**src/rtl/cpu_params_pkg.sv**
```systemverilog
// Shared CPU-side parameters and arbiter types used by the memory arbiter slice.
package cpu_params;

  localparam int unsigned BITS    = 32;
  localparam int unsigned BE_BITS = BITS / 8;

  typedef enum logic {
    ARB    = 1'b0,
    LOCK_D = 1'b1
  } arb_state_t;

  typedef enum logic {
    OWNER_I = 1'b0,
    OWNER_D = 1'b1
  } owner_t;

endpackage

```
**src/rtl/mem_arbiter_arb_rr2.sv**
```systemverilog
// Two-way round-robin picker: bit 0 is instruction fetch, bit 1 is data.
module arb_rr2
  import cpu_params::*;
(
  input  logic [1:0] req,
  input  owner_t     last_owner,
  output logic [1:0] gnt
);

  // On conflict the side that did not win last time goes first.
  always_comb begin
    gnt = 2'b00;
    if (req == 2'b11) begin
      gnt = (last_owner == OWNER_I) ? 2'b10 : 2'b01;
    end else begin
      gnt = req;
    end
  end

endmodule

```
**src/rtl/mem_arbiter.sv**
```systemverilog
// Shares one single-cycle memory port between instruction fetch and data access,
// with round-robin on conflict and a lock that reserves the port for LL/SC.
module mem_arbiter #(
  parameter int unsigned BITS    = 32,
  parameter int unsigned BE_BITS = 4
) (
  input  logic               clk,
  input  logic               rst,
  input  logic               i_req,
  input  logic [BITS-1:0]    i_addr,
  output logic               i_gnt,
  output logic               i_rvalid,
  output logic [BITS-1:0]    i_rdata,
  input  logic               d_req,
  input  logic               d_rw_,
  input  logic [BITS-1:0]    d_addr,
  input  logic [BITS-1:0]    d_wdata,
  input  logic [BE_BITS-1:0] d_byte_en,
  input  logic               d_lock,
  output logic               d_gnt,
  output logic               d_ack,
  output logic [BITS-1:0]    d_rdata,
  output logic [BITS-1:0]    m_addr,
  output logic [BITS-1:0]    m_wdata,
  output logic               m_rw_,
  output logic [BE_BITS-1:0] m_byte_en,
  input  logic [BITS-1:0]    m_rdata
);

  import cpu_params::*;

  arb_state_t state;
  owner_t     last_owner;
  logic       i_rvalid_q;
  logic       d_ack_q;
  logic [1:0] rr_gnt;

  arb_rr2 u_rr (
    .req        ({d_req, i_req}),
    .last_owner (last_owner),
    .gnt        (rr_gnt)
  );

  // Grant selection; the lock shuts out fetch entirely.
  always_comb begin
    i_gnt = 1'b0;
    d_gnt = 1'b0;
    if (!rst) begin
      if (state == LOCK_D) begin
        d_gnt = d_req;
      end else begin
        i_gnt = rr_gnt[0];
        d_gnt = rr_gnt[1];
      end
    end
  end

  always_comb begin
    m_addr    = '0;
    m_wdata   = '0;
    m_rw_     = 1'b1;
    m_byte_en = '0;
    if (d_gnt) begin
      m_addr    = d_addr;
      m_wdata   = d_wdata;
      m_rw_     = d_rw_;
      m_byte_en = d_byte_en;
    end else if (i_gnt) begin
      m_addr    = i_addr;
      m_byte_en = '1;
    end
  end

  always_ff @(posedge clk) begin
    if (rst) begin
      state      <= ARB;
      last_owner <= OWNER_I;
      i_rvalid_q <= 1'b0;
      d_ack_q    <= 1'b0;
    end else begin
      i_rvalid_q <= i_gnt;
      d_ack_q    <= d_gnt;
      if (i_gnt) begin
        last_owner <= OWNER_I;
      end else if (d_gnt) begin
        last_owner <= OWNER_D;
      end
      case (state)
        ARB:     if (d_gnt && d_lock) state <= LOCK_D;
        LOCK_D:  if (!d_lock) state <= ARB;
        default: state <= ARB;
      endcase
    end
  end

  // A response already in flight when reset arrives is dropped.
  assign i_rvalid = i_rvalid_q & ~rst;
  assign d_ack    = d_ack_q & ~rst;
  assign i_rdata  = m_rdata;
  assign d_rdata  = m_rdata;

endmodule

```
**config.mk**
```make
export PLATFORM = sky130hd
export DESIGN_NAME = mem_arbiter
export DESIGN_NICKNAME = d
export VERILOG_FILES = /design/src/rtl/cpu_params_pkg.sv /design/src/rtl/mem_arbiter_arb_rr2.sv /design/src/rtl/mem_arbiter.sv
export SDC_FILE = /design/constraint.sdc
export NUM_CORES = 1
export LEC_CHECK = 0
export CORE_AREA = 4 4 104 106
export DETAILED_ROUTE_END_ITERATION = 12
export DIE_AREA = 0 0 108 110
export SYNTH_ARGS = -nofsm -noshare
export SYNTH_HDL_FRONTEND = slang
export SYNTH_SLANG_ARGS = --single-unit
```
**constraint.sdc**
```tcl
create_clock -name clk -period 2.2 [get_ports clk]
set_input_delay 0.44 -clock clk [delete_from_list [all_inputs] [get_ports clk]]
set_output_delay 0.44 -clock clk [all_outputs]
set_load 0.05 [all_outputs]
```
==> flow_summary_export.csv <==
group,metric,value,unit
worst_setup_path,cp_max_fo,22,
power,p_total,1.31,mW
synth,async_flop_share,0,
worst_setup_path,path_class,"reg -> out",
synth,synth_top_area_cell,"buf_4",
global_routing,grt_pass1_wl,9.02,mm
timing,fmax,469,MHz
clocking,cts-root-buf,"clkbuf_8",
synth,syn_inst,161,
timing,fin_crit_sh,0.969,
synth,synth_edf_count,0,
worst_setup_path,cp.arrival,1.69,ns
power,power.density,324,nW/um2
synth,synth_top_area_share,0.372,
clocking,cts_buffer_depth,2,
worst_setup_path,slowest_stage,"dfxtp_2",
synth,synthFlopType,"dfxtp_1",
drt,routedWlPerCell,17.1,um
hold_path,hold_class,"reg -> reg",
placed_design,gp_congestion,0.844,
global_routing,grt_max_degree,45,
synth,syn_nets,299,
final_layout,fin_cells,424,
placed_design,placed_cells,406,
floorplan,std_cell_rows,36,
timing,skew,0.00292,ns
global_routing,grt_pass1_vias,1625,
clocking,cts.sinks,4,
worst_setup_path,r2r-end,"last_owner$_SDFFE_PP0P_",
hold_path,hold_start,"state$_SDFF_PP0_",
final_layout,finalNetCount,431,
final_layout,fin_area,4040,um2
worst_setup_path,crit_top_cell,"buf_12",
drt,drt-initial-drc-count,25,
clocking,cts_tree,"built",
synth,yosysMostFrequentCell,"buf_4",
worst_setup_path,crit_chain,"and3b_4, nor3b_4, buf_6, buf_12, and2_1, buf_12",
clocking,h-tree-depth,1,
worst_setup_path,reg2reg_from,"state$_SDFF_PP0_",
floorplan,dieArea,11900,um2
timing,slew_headroom,0.797,
floorplan,start_util,0.132,
drt,first_pass_iters,4,
synth,seq_area_frac_synth,0.0620,
floorplan,num_io_pins,275,
drt,postRouteAntennaNets,0,
final_layout,nFillCells,915,
power,peakVddDrop,0.412,mV
timing,final_hold_viol_count,0,
timing,post-route-min-period,2.13,ns
synth,yosys-top-cells-count,"buf_4 (64), a22o_1 (32), and2_1 (32)",
final_layout,n_antenna_cell,0,
timing,setup_viol,0,
clocking,clk_pin_slew,0.03,ns
clocking,clk_latency,0.22,ns
synth,yosysWarningCount,0,
global_routing,grt_antenna_before_repair,0,
clocking,ctsHoldBuffers,0,
power,power_leakage,1.70,nW
placed_design,dp_hpwl,5.20,mm
floorplan,die_x,108,um
drt,via_count,1617,
timing,tightest_slew,0.304,ns
worst_setup_path,r2r_setup_slack,1.09,ns
synth,syn-mean-instance-area,8.02,um2
drt,vias_per_cell,3.81,
worst_setup_path,crit_path_start_kind,"flop",
hold_path,hold_end,"i_rvalid_q$_SDFF_PP0_",
synth,yosys-top-cells-area,"buf_4 (37%), a22o_1 (22%), and2_1 (16%)",
timing,maxSlewViolCount,0,
global_routing,grt_usage,0.0968,
worst_setup_path,cp_slowest_stage_delay,0.36,ns
global_routing,grt.overflow.total,0,
hold_path,min_path_cells,1,
run,maxCapViolations,0,
worst_setup_path,required,1.76,ns
placed_design,placed_area,3490,um2
worst_setup_path,r2r_cells,4,
run_status,status,"completed",
final_layout,drive_gt1_frac,0.522,
drt,routed_wl,7.25,mm
placed_design,io_buffers,178,
floorplan,die_h,110,um
floorplan,core_area,9770,um2
synth,synth_cell_types,18,
drt,drc,0,
synth,synth_area,1290,um2
clocking,cts_made_buffers,3,
final_layout,syn2layout_area_growth,213,%
synth,ys_ff_latch,4,
worst_setup_path,end_kind,"primary output",
final_layout,fin_util,0.413,
==> stage by stage <==
| stage | worst slack [ns] | hold WS [ns] | TNS [ns] |
|---|---|---|---|
| global placement | -0.228 | 0.512 | -12.62 |
| detailed placement | -0.246 | 0.524 | -14.64 |
| finish | 0.0691 | 0.470 | 0 |
| floorplan | 0.0187 | 0.494 | 0 |
| CTS | -0.0273 | 0.532 | -0.140 |
| global route | -0.00426 | 0.483 | -0.00470 |
==> where the power goes <==
part / internal [mW] / switching (mW)
logic: 0.600 / 0.472
clock network: 0.117 / 0.0392
registers: 0.0779 / 0.00406
total: 0.795 / 0.515
==> flip-flops by register name, summed over array words and instances (netlist names) <==
register and count:
state 1, last_owner 1, d_ack_q 1, i_rvalid_q 1
==> critical path: cells and delay by family (launching register included) <==
kind,cells,cell delay [ns]
DFF,1,0.36
buffers and inverters,3,0.49
and+or+nand+nor,3,0.62
==> per-layer routing <==
metal / track usage / vias to the layer above / routed length (um)
li1: - / 754 / -
met1: 0.102 / 726 / 2460
met2: 0.184 / 112 / 3960
met3: 0.0320 / 25 / 713
met4: 0.0261 / 0 / 119
met5: 0 / - / 0
==> worst max-delay path by stage <==
stage                     startpoint           to  slack [ns]
floorplan                        rst   m_addr[10]        0.02
global placement                 rst   m_addr[31]       -0.23
detailed placement               rst   m_addr[22]       -0.25
CTS                 state$_SDFF_PP0_    m_addr[1]       -0.03
global route        state$_SDFF_PP0_   m_addr[19]      -0.004
finish              state$_SDFF_PP0_  m_wdata[19]        0.07
==> placed cells by master (no fill, tap or decap), drive strengths merged <==
| cell type | n |
|---|---|
| clkbuf | 9 |
| dfxtp | 4 |
| and3b | 1 |
| nor2b | 3 |
| buf | 94 |
| nor2 | 1 |
| a21oi | 1 |
| clkdlybuf4s50 | 102 |
| nand2b | 1 |
| nor4b | 2 |
| a21o | 4 |
| nor3b | 3 |
| nand2 | 1 |
| and2 | 32 |
| nor3 | 1 |
| a22o | 32 |
==> cell type report <==
cell class              instances  area, um2  area share
clock buffers                   3       41.3      0.0102
multi-input cells              82        908       0.225
flip-flops and latches          4       81.3      0.0201
well taps                     133        166      0.0412
repair buffers                202       2840       0.703
==> logic make-up after synthesis <==
group / synth area share
simple gates: 0.245
flops: 0.0620
buf+inv: 0.449
compound gates: 0.244
==> timing repair <==
| action | 4_1_cts | 5_1_grt |
|---|---|---|
| endpoints found under the setup margin | 71 | 67 |
| buffers inserted | 4 | 3 |
| cloned | 3 | 6 |
| pin swaps | 3 | 5 |
| resized for setup | 26 | 37 |
No activity file was read; power rests on OpenSTA's default activity.
